<file path="src/rtl/hpdmc_rdcapture.sv">
// Read-data capture for the DDR controller: delays each READ by a programmable
// latency, then assembles BURST beats of {q0,q1} into registered read words.
module hpdmc_rdcapture #(
    parameter int DW      = 16,
    parameter int BURST   = 4,
    parameter int MAX_LAT = 8,
    localparam int LW     = ($clog2(MAX_LAT) < 1) ? 1 : $clog2(MAX_LAT),
    localparam int CW     = (BURST > 1) ? $clog2(BURST) : 1
) (
    input  logic            sys_clk,
    input  logic            sys_rst,
    input  logic            read_issue,
    input  logic [LW-1:0]   lat,
    input  logic            swap,
    input  logic [DW-1:0]   q0,
    input  logic [DW-1:0]   q1,
    output logic [2*DW-1:0] dout,
    output logic            dout_valid,
    output logic            dout_last,
    output logic            busy,
    output logic            err_overlap,
    input  logic            err_clr
);

    typedef enum logic {IDLE, CAPTURE} state_t;

    state_t            state_q, state_d;
    logic [MAX_LAT-1:0] sr_q, sr_d;
    logic [CW-1:0]     cnt_q, cnt_d;
    logic [2*DW-1:0]   dout_q, dout_d;
    logic              dv_q, dv_d;
    logic              dl_q, dl_d;
    logic              err_q, err_d;

    logic [LW-1:0]     lat_eff;
    logic              start;
    logic              sample;
    logic [CW-1:0]     beat;

    // sr_q[k] holds read_issue from k+1 cycles ago, so tap lat-1 fires lat cycles after issue.
    always_comb begin
        lat_eff = lat;
        if (lat == '0)
            lat_eff = LW'(1);
        else if (lat > LW'(MAX_LAT - 1))
            lat_eff = LW'(MAX_LAT - 1);
        start = sr_q[lat_eff - LW'(1)];
        sr_d  = {sr_q[MAX_LAT-2:0], read_issue};
    end

    always_comb begin
        state_d = state_q;
        cnt_d   = cnt_q;
        dout_d  = dout_q;
        dv_d    = 1'b0;
        dl_d    = 1'b0;
        err_d   = err_q & ~err_clr;
        sample  = 1'b0;
        beat    = cnt_q;

        // CAPTURE only ever covers beats 1..BURST-1, so a start seen there is an overlap.
        if (start) begin
            sample = 1'b1;
            beat   = '0;
            if (state_q == CAPTURE)
                err_d = 1'b1;
        end else if (state_q == CAPTURE) begin
            sample = 1'b1;
        end

        if (sample) begin
            dout_d = swap ? {q1, q0} : {q0, q1};
            dv_d   = 1'b1;
            if (beat == CW'(BURST - 1)) begin
                dl_d    = 1'b1;
                state_d = IDLE;
                cnt_d   = '0;
            end else begin
                state_d = CAPTURE;
                cnt_d   = beat + CW'(1);
            end
        end
    end

    always_ff @(posedge sys_clk) begin
        if (sys_rst) begin
            state_q <= IDLE;
            sr_q    <= '0;
            cnt_q   <= '0;
            dout_q  <= '0;
            dv_q    <= 1'b0;
            dl_q    <= 1'b0;
            err_q   <= 1'b0;
        end else begin
            state_q <= state_d;
            sr_q    <= sr_d;
            cnt_q   <= cnt_d;
            dout_q  <= dout_d;
            dv_q    <= dv_d;
            dl_q    <= dl_d;
            err_q   <= err_d;
        end
    end

    assign dout        = dout_q;
    assign dout_valid  = dv_q;
    assign dout_last   = dl_q;
    assign err_overlap = err_q;
    assign busy        = (|sr_q) | (state_q == CAPTURE) | dv_q;

endmodule
</file>
<file path="config.mk">
export PLATFORM = sky130hd
export DESIGN_NAME = hpdmc_rdcapture
export DESIGN_NICKNAME = d
export VERILOG_FILES = /design/src/rtl/hpdmc_rdcapture.sv
export SDC_FILE = /design/constraint.sdc
export NUM_CORES = 1
export LEC_CHECK = 0
export BUFFER_PORTS_ARGS = -buffer_cell sky130_fd_sc_hd__buf_2
export CORE_UTILIZATION = 40
export DETAILED_ROUTE_END_ITERATION = 12
export HOLD_SLACK_MARGIN = 0.03
export PLACE_DENSITY = 0.75
export SYNTH_ARGS = -nofsm -noshare
export SYNTH_HDL_FRONTEND = slang
export SYNTH_SLANG_ARGS = --single-unit
</file>
<file path="constraint.sdc">
create_clock -name sys_clk -period 3.3 [get_ports sys_clk]
set_clock_uncertainty 0.05 [all_clocks]
set_input_delay 0.495 -clock sys_clk [delete_from_list [all_inputs] [get_ports sys_clk]]
set_output_delay 0.495 -clock sys_clk [all_outputs]
set_load 0.01 [all_outputs]
</file>
==> reports/qor.yml, run 1 <==
status: "complete, no violations"
seq_area_um2: 920.9
syn2layout_area_growth_pct: 20.30
clockPowerShare_pct: 25.9
synthAdderAreaFrac_pct: 1.616
grt_overflow: 0
diodes: 0
vdd_ir_drop_max_mv: 0.2190
synth_mux_area_share_pct: 32.09
clk_latency_ns: 0.29
vias: 1767
switching_share_pct: 27.05
synth_top_family_by_area: "multiplexers"
synth-simple-area-share_pct: 19.44
tns_ns: 0
post-cts-setup-buffers: 0
fp.dieArea_um2: 6118
ys_ff_latch: 46
firstDrtPassIters: 3
cts_resized: 0
p_comb_share_pct: 23.5
grt_pass1_vias: 1745
leakagePower_nw: 1.386
die_h_um: 78.22
crit_fanout: 4
grt_pass1_wl_mm: 7.734
critPathRequiredTime_ns: 3.43
p_per_area_nw_per_um2: 441.5
syn_inst: 228
start_kind: "input pin"
finalWeightedCongestion: 0.7065
synth_seq_area_share_pct: 39.63
multiInputGateArea_um2: 1294
hp-class: "in2reg"
n_fill_cell: 547
post-route-period-util_pct: 77.95
drive_gt1_share_pct: 38.85
synth_compound_area_share_pct: 1.777
slew_viol_final: 0
rsz0062_at_grt: "false"
power.switching_w: 0.0003338
num_rows: 27
post-route-min-period_ns: 2.572
dp_hpwl_mm: 3.259
postRouteAntennaNets: 0
pin_count: 76
drt_iter0_markers: 52
place_area_um2: 2719
h-tree-depth: 2
synthTopCellsByArea: "dfxtp_1 (40%), mux2i_1 (15%), mux2_2 (14%)"
max_freq_ghz: 0.3887
slew_headroom_pct: 39.97
synth.largest_area_cell: "dfxtp_1"
synth_top_area_share_pct: 39.63
drc: 0
design_area_um2: 2795
setup_slack_ns: 0.7276
fp.dieW_um: 78.22
synth_warnings: 0
place_ws_ns: 0.4020
grt_max_degree: 81
ctsHoldBuffers: 0
io_buffer_count: 75
cp-end-kind: "flop"
wl_per_cell_um: 12.52
tritoncts: "built"
critical_path_class: "in2reg"
core_um2: 5540
cts_root_buf: "clkbuf_8"
cts_sinks: 46
syn_nets: 271
antenna_found_initial: 0
cts.clk_slew.worst_paths_ns: 0.08
worstMarginPinSlew_ns: 0.9005
nets: 339
grt_usage_pct: 15.83
cp.arrival_ns: 2.70
totalWireLength_mm: 4.608
clockBufferDepth: 2
ys_types: 24
seq_power_share_pct: 50.6
synth_area_per_cell_um2: 10.19
hold_viol: 0
numCtsBuffers: 5
start_util_pct: 41.94
netlist_area_um2: 2323
finalSetupViolations: 0
p_int_w: 0.0009003
viasPerCell: 4.802
synth-xor-area-share_pct: 0.7539
max_cap_violations: 0
[final timing paths]
kind | to | from | slack (ns) | cells past startpoint
worst min-delay path | err_overlap$_SDFF_PP0_ | err_clr | 0.34 | 2
worst max register to register | cnt_q[1]$_SDFFE_PP0P_ | sr_q[0]$_SDFF_PP0_ | 1.46 | 6
worst max-delay path | cnt_q[1]$_SDFFE_PP0P_ | lat[2] | 0.73 | 10
worst min register to register | err_overlap$_SDFF_PP0_ | err_overlap$_SDFF_PP0_ | 0.42 | 2
[power by group through the flow]
stage	clock (W)	sequential [W]	combinational, W
finish	0.000319	0.000624	0.000291
global route	0.000350	0.000630	0.000320
CTS	0.000336	0.000624	0.000297
detailed placement	0	0.000637	0.000296
global placement	0	0.000637	0.000290
floorplan	0	0.000656	0.000183
[flip-flops by register name (all words and copies together), names as in the netlist]
signal and cells:
err_overlap 1, state_q 1, dout_valid 1, sr_q 8, cnt_q 2, dout 32, dout_last 1
[placed cells by master (no fill, tap or decap), types with 2 or more instances in the layout]
master	netlist	layout
nor2b_1	40	40
nand2b_1	4	4
inv_1	3	3
nor4_1	2	2
buf_2	3	75
ha_1	3	3
nor2_1	34	34
mux2_2	29	29
dfxtp_1	46	46
clkbuf_1	10	2
xnor2_1	2	2
mux2i_1	34	34
mux2_1	3	3
clkbuf_8	0	5
and2_1	2	2
mux4_2	2	2
[routing by layer]
layer | wire (um) | share of wire, % | up-vias | track usage [%]
li1 | - | - | 894 | -
met1 | 2008 | 44 | 820 | 18.17
met2 | 2228 | 48 | 48 | 27.81
met3 | 330 | 7.2 | 5 | 6.047
met4 | 40 | 0.87 | 0 | 3.333
met5 | 0 | 0 | - | 0
[logic make-up (layout without fill, tap and decap cells)]
group	count (synthesis)	count (layout)
buffers and inverters	19	87
flip-flops	46	46
AND/OR/NAND/NOR	86	86
XOR/XNOR	2	2
AO/OA/AOI/OAI	4	4
multiplexers	68	68
adder cells (fa/ha/maj)	3	3
[worst max-delay path, cell delays in order]
cell      delay [ns]
buf_2           0.11
o21bai_1        0.28
inv_1           0.08
ha_1            0.34
mux4_2          0.56
mux2i_1         0.26
and2_1          0.21
ha_1            0.24
nand2b_1        0.07
mux2i_1         0.06
[through the flow]
step                utilization (%)  total power [W]  hold WS [ns]  cells
detailed placement            49.07        0.0009327        0.4101    361
global placement              49.07        0.0009263        0.4071    361
global route                  50.45         0.001300        0.3453    368
CTS                           50.45         0.001257        0.3299    368
finish                        50.45         0.001234        0.3384    368
floorplan                         -        0.0008389        0.3978    228
[area by class of cell]
cell class / count / share of cell area [%]
multi-input combinational: 163 / 46.28
sequential: 46 / 32.95
clock buffer: 7 / 2.731
tap: 72 / 3.223
timing repair buffer: 77 / 14.41
inverter: 3 / 0.4029
[synth_stat cells (all sizes together)]
master and instances:
a21oi 1, and2 2, buf 6, clkbuf 10
dfxtp 46, ha 3, inv 3, mux2 32
mux2i 34, mux4 2, nand2b 4, nand3 1
nor2 34, nor2b 40, nor3 1, nor3b 1
nor4 2, o21bai 1, o22ai 1, o32ai 1
or2 1, xnor2 2
No activity file was read; power rests on OpenSTA's default activity.
==> inputs of run 2 (changes only) <==
clock period = 2.6 ns   (was 3.3 ns; I/O delays follow)
==> run 2 against run 1 <==
- critical path depth fell by 2
- combinational power rose by 30%
- worst hold slack got worse by 0.098 ns
- first-iteration DRC count rose by 12%
- sequential cell count did not move
- sequential power rose by 27%
- global-route usage fell by 0.069 points
- critical path type unchanged
- critical endpoint is now dout[1]$_SDFFE_PP0P_
==> reports/qor.yml, run 2 (synthesis results as in run 1) <==
grt_max_degree: 41  # -49%
cts_root_buf: "clkbuf_8"
seq_area_um2: 920.9  # unchanged
drc: 0  # unchanged
design_area_um2: 2895  # +3.6%
start_kind: "input pin"
largest_reg_flops: 32  # unchanged
slew_viol_final: 0  # unchanged
dp.cells: 367  # +1.7%
rsz0062_at_grt: "false"
drive_gt1_share_pct: 40.26  # +1.4 points
drt_iter0_markers: 58  # +12%
switching_share_pct: 25.73  # -1.3 points
p_int_w: 0.001256  # +39%
fp.dieW_um: 78.22  # unchanged
cp-end-kind: "flop"
die_h_um: 78.22  # unchanged
antenna_found_initial: 0  # unchanged
leakagePower_nw: 1.438  # +3.7%
vdd_ir_drop_max_mv: 0.3188  # +46%
post-cts-setup-buffers: 0  # unchanged
grt_overflow: 0  # unchanged
cts_sinks: 46  # unchanged
totalWireLength_mm: 4.692  # +1.8%
met3_usage_pct: 6.047  # unchanged
slew_headroom_pct: 69.46  # +29 points
finalSetupViolations: 0  # unchanged
ctsHoldBuffers: 0  # unchanged
num_rows: 27  # unchanged
place_area_um2: 2789  # +2.6%
critPathRequiredTime_ns: 2.73  # -0.70 ns
setup_slack_ns: 0.2707  # -0.4569 ns
clk_latency_ns: 0.29  # about the same
critical_path_class: "in2reg"
post-route-period-util_pct: 89.59
dp_hpwl_mm: 3.473  # +6.6%
worstMarginPinSlew_ns: 0.4581  # -0.4424 ns
instances_no_fill: 375  # +1.9%
utilization_pct: 52.26  # +1.8 points
cp.arrival_ns: 2.46  # -0.24 ns
cts_resized: 0  # unchanged
firstDrtPassIters: 6  # +3
power.switching_w: 0.0004351  # +30%
cts.clk_slew.worst_paths_ns: 0.08  # about the same
grt_usage_pct: 15.76  # -0.069 points
seq_power_share_pct: 47.0  # -3.6 points
post-route-min-period_ns: 2.329
met2_usage_pct: 25.44  # -2.4 points
status: "complete, no violations"
grt_pass1_vias: 1667  # -4.5%
p_comb_share_pct: 22.4  # -1.1 points
postRouteAntennaNets: 0  # unchanged
fp.dieArea_um2: 6118  # unchanged
syn2layout_area_growth_pct: 24.61
grt_pass1_wl_mm: 7.548  # -2.4%
final_common_cell: "buf_2"
tritoncts: "built"
pin_count: 76  # unchanged
io_buffer_count: 75  # unchanged
n_fill_cell: 550  # +0.55%
crit_fanout: 27  # +23
wl_per_cell_um: 12.51  # about the same
start_util_pct: 41.94  # unchanged
finalWeightedCongestion: 0.7301  # +3.3%
max_freq_ghz: 0.4293
numCtsBuffers: 5  # unchanged
diodes: 0  # unchanged
multiInputGateArea_um2: 1294  # unchanged
p_per_area_nw_per_um2: 584.0  # +32%
h-tree-depth: 2  # unchanged
vias: 1790  # +1.3%
hp-class: "in2reg"
holdWs_ns: 0.2406  # -0.09787 ns
core_um2: 5540  # unchanged
grt_use_met1_pct: 19.47  # +1.3 points
viasPerCell: 4.773  # -0.59%
clockPowerShare_pct: 30.6  # +4.7 points
hold_viol: 0  # unchanged
place_ws_ns: -0.03326  # -0.4352 ns
nets: 345  # +1.8%
busiest_layer: "met2"
max_cap_violations: 0  # unchanged
clockBufferDepth: 2  # unchanged
final_cell_mix: "buf_2 (75), dfxtp_1 (46), nor2b_1 (40)"
run 2: power by group through the flow:
stage | clock network (W) | logic (W) | registers, W
6_report | 0.000517 | 0.000379 | 0.000794
3_5_place_dp | 0 | 0.000385 | 0.000811
4_1_cts | 0.000532 | 0.000386 | 0.000795
3_3_place_gp | 0 | 0.000378 | 0.000810
5_1_grt | 0.000568 | 0.000416 | 0.000803
2_1_floorplan | 0 | 0.000232 | 0.000832
run 2: worst paths after layout:
kind	to	slack, ns	start	cells after the start
max	dout[1]$_SDFFE_PP0P_	0.27	lat[2]	8
min	err_overlap$_SDFF_PP0_	0.24	err_clr	2
min reg2reg	err_overlap$_SDFF_PP0_	0.43	err_overlap$_SDFF_PP0_	2
max reg2reg	dout[1]$_SDFFE_PP0P_	0.78	sr_q[1]$_SDFF_PP0_	4
run 2: final cells by class:
cell class | instances | share of cell area, %
sequential | 46 | 31.81
inverter | 3 | 0.3889
tap | 72 | 3.111
timing repair buffer | 83 | 16.34
multi-input combinational | 163 | 44.68
clock buffer | 7 | 2.636
clock inverter | 1 | 1.037
run 2: worst max-delay path, cell delays in order:
cell and delay [ns]:
buf_2 0.10, o21bai_1 0.19, inv_1 0.07, ha_1 0.34, mux4_2 0.56, o22ai_4 0.23
buf_12 0.22, mux2_2 0.35
run 2: per-layer routing:
metal / up-vias / share of wire, %
met5: - / 0
met4: 0 / 0.72
met3: 4 / 7.7
met2: 51 / 48
met1: 824 / 44
li1: 911 / -
run 2: stage by stage:
step                      power, W  TNS [ns]
after CTS                 0.001714         0
final                     0.001691         0
after global routing      0.001787         0
after detailed placement  0.001196   -0.5121
after global placement    0.001187         0
after floorplan           0.001065         0
==> inputs of run 3 (changes only) <==
ABC_AREA = 1   (was unset)
PLACE_DENSITY = 0.74   (was 0.75)
==> run 3 against run 2 <==
- design area is 5.6% higher
- area after synthesis is 11% higher
- routed wire length is 27% higher
- non-clock buffer count down 4
- die area rose by 10%
- largest cell class unchanged
==> reports/qor.yml, run 3 <==
cp-end-kind: "flop"
max_freq_ghz: 0.4683  # +9.1%
cts_root_buf: "clkbuf_8"
viasPerCell: 4.549  # -4.7%
top_layer: "met4"
worstMarginPinSlew_ns: 0.8820  # +0.4240 ns
synth_seq_area_share_pct: 35.80  # -3.8 points
hp-class: "in2reg"
dr_wl_met2_mm: 2.776  # +24%
dp.cells: 549  # +50%
syn2layout_area_growth_pct: 18.87
post-route-period-util_pct: 82.13  # -7.5 points
synthTopCellsByArea: "dfxtp_1 (36%), inv_1 (14%), nand2_1 (11%)"
cp.arrival_ns: 2.32  # -0.14 ns
status: "complete, no violations"
final_common_cell: "inv_1"
critPathRequiredTime_ns: 2.78  # +0.05 ns
synth_top_flop_cell: "dfxtp_1"
slew_viol_final: 0  # unchanged
synth_top_area_share_pct: 35.80  # -3.8 points
io_buffer_count: 75  # unchanged
clk_latency_ns: 0.29  # about the same
drt_iter0_markers: 85  # +47%
synthAdderAreaFrac_pct: 1.459  # -0.16 points
h-tree-depth: 2  # unchanged
netlist_area_um2: 2572  # +11%
cts_sinks: 46  # unchanged
synth-xor-area-share_pct: 0.3405  # -0.41 points
synth.most_common_cell: "inv_1"
synth_warnings: 0  # unchanged
finalPower_w: 0.002019  # +19%
post-cts-setup-buffers: 0  # unchanged
pin_count: 76  # unchanged
ys_types: 19  # -21%
post-route-min-period_ns: 2.135  # -0.1938 ns
tritoncts: "built"
antenna_found_initial: 0  # unchanged
critical_path.cell_chain: "buf_2 > o21ai_2 > inv_1 > ha_1 > xnor2_1 > inv_1 > nand3_2 > nand3_4 > nand2_1 > inv_1 > nor2_1"
rsz0062_at_grt: "false"
instances_no_fill: 557  # +49%
die_h_um: 82.20  # +5.1%
finalWeightedCongestion: 0.8770  # +20%
cpPeakStageDelay_ns: 0.40  # -0.16 ns
wl_per_cell_um: 10.73  # -14%
start_util_pct: 42.44  # +0.51 points
wl_met1_mm: 2.812  # +37%
max_cap_violations: 0  # unchanged
crit_fanout: 35  # +30%
r2r_start: "sr_q[1]$_SDFF_PP0_"
hold_viol: 0  # unchanged
cts.clk_slew.worst_paths_ns: 0.08  # about the same
grt_usage_pct: 18.66  # +2.9 points
grt_pass1_vias: 2316  # +39%
hp-start: "read_issue"
synth_area_per_cell_um2: 6.199  # -39%
num_rows: 28  # +3.7%
fp.dieW_um: 82.20  # +5.1%
synth-simple-area-share_pct: 36.24  # +17 points
synth_compound_area_share_pct: 6.761  # +5.0 points
slew_headroom_pct: 41.20  # -28 points
synth.largest_area_cell: "dfxtp_1"
syn_inst: 415  # +82%
async_reset_ff_share_pct: 0  # unchanged
wl_met3_um: 362  # unchanged
crit_start: "lat[2]"
grt_max_degree: 63  # +54%
dp_hpwl_mm: 4.251  # +22%
grt_overflow: 0  # unchanged
synth_top_family_by_area: "simple AND/OR/NAND/NOR gates"
clockBufferDepth: 2  # unchanged
vias: 2534  # +42%
synthTopCellsByCount: "inv_1 (97), nand2_1 (78), nor2_1 (59), dfxtp_1 (46), nand3_1 (46)"
fp.dieArea_um2: 6756  # +10%
totalWireLength_mm: 5.977  # +27%
vdd_ir_drop_max_mv: 0.3088  # -3.2%
synth_edf_count: 0  # unchanged
largest_reg_flops: 32  # unchanged
drc: 0  # unchanged
grt_pass1_wl_mm: 9.715  # +29%
critical_path_class: "in2reg"
cp_slowest_cell: "nand3_4"
final_cell_mix: "inv_1 (97), nand2_1 (78), buf_2 (75)"
tns_ns: 0  # unchanged
firstDrtPassIters: 5  # -1
ctsHoldBuffers: 0  # unchanged
leakagePower_nw: 1.887  # +31%
syn_nets: 458  # +69%
cts_resized: 0  # unchanged
synth_mux_area_share_pct: 0  # -32 points
nets: 524  # +52%
p_per_area_nw_per_um2: 660.2  # +13%
core_um2: 6061  # +9.4%
ys_ff_latch: 46  # unchanged
crit_top_cell: "inv_1"
diodes: 0  # unchanged
finalSetupViolations: 0  # unchanged
numCtsBuffers: 5  # unchanged
start_kind: "input pin"
drive_gt1_share_pct: 23.44  # -17 points
postRouteAntennaNets: 0  # unchanged
## run 3: cell families after synthesis
logic type / Yosys count
compound gates: 34
xor+xnor: 1
fa+ha+maj: 3
buf+inv: 121
flops: 46
simple gates: 210
## run 3: final timing paths
path / depth (start not counted) / end / slack, ns
setup / recovery: 11 / dout[1]$_SDFFE_PP0P_ / 0.46
hold / removal: 3 / sr_q[0]$_SDFF_PP0_ / 0.25
setup reg to reg: 9 / dout[1]$_SDFFE_PP0P_ / 1.02
hold reg to reg: 2 / sr_q[7]$_SDFF_PP0_ / 0.40
## run 3: cell type report
type / count / area [um2]
well taps: 75 / 93.84
fillers: 658 / 3003
clock inverters: 1 / 30.03
flip-flops and latches: 46 / 920.9
clock buffers: 7 / 76.32
inverters: 101 / 379.1
repair buffers: 79 / 405.4
multi-input cells: 248 / 1152
## run 3: worst max-delay path, delay by kind of cell
kind | cells | cell delay, ns
xor gates and xnor gates | 1 | 0.29
AOI/OAI and AO/OA | 1 | 0.25
buffers and inverters | 4 | 0.38
adders and majority gates | 1 | 0.21
and+or+nand+nor | 4 | 0.80
## run 3: power breakdown
group,total [W],internal (W),switching (W)
Sequential,0.000855,0.000806,0.0000491
Clock,0.000518,0.000288,0.000231
Combinational,0.000645,0.000242,0.000403
## run 3: routing by layer
| layer | track usage [%] | vias to the layer above |
|---|---|---|
| li1 | - | 1352 |
| met1 | 22.17 | 1100 |
| met2 | 33.72 | 80 |
| met3 | 4.066 | 2 |
| met4 | 4.737 | 0 |
| met5 | 0 | - |
## run 3: per-stage QoR
step / setup slack (ns) / hold WS, ns / instance area [um2] / util, %
2_1_floorplan: 0.4068 / 0.3662 / 2572 / -
6_report: 0.4645 / 0.2539 / 3058 / 50.45
3_5_place_dp: 0.1586 / 0.3903 / 2952 / 48.70
3_3_place_gp: 0.2534 / 0.3842 / 2952 / 48.70
4_1_cts: 0.4641 / 0.2520 / 3058 / 50.45
5_1_grt: 0.2192 / 0.2580 / 3058 / 50.45
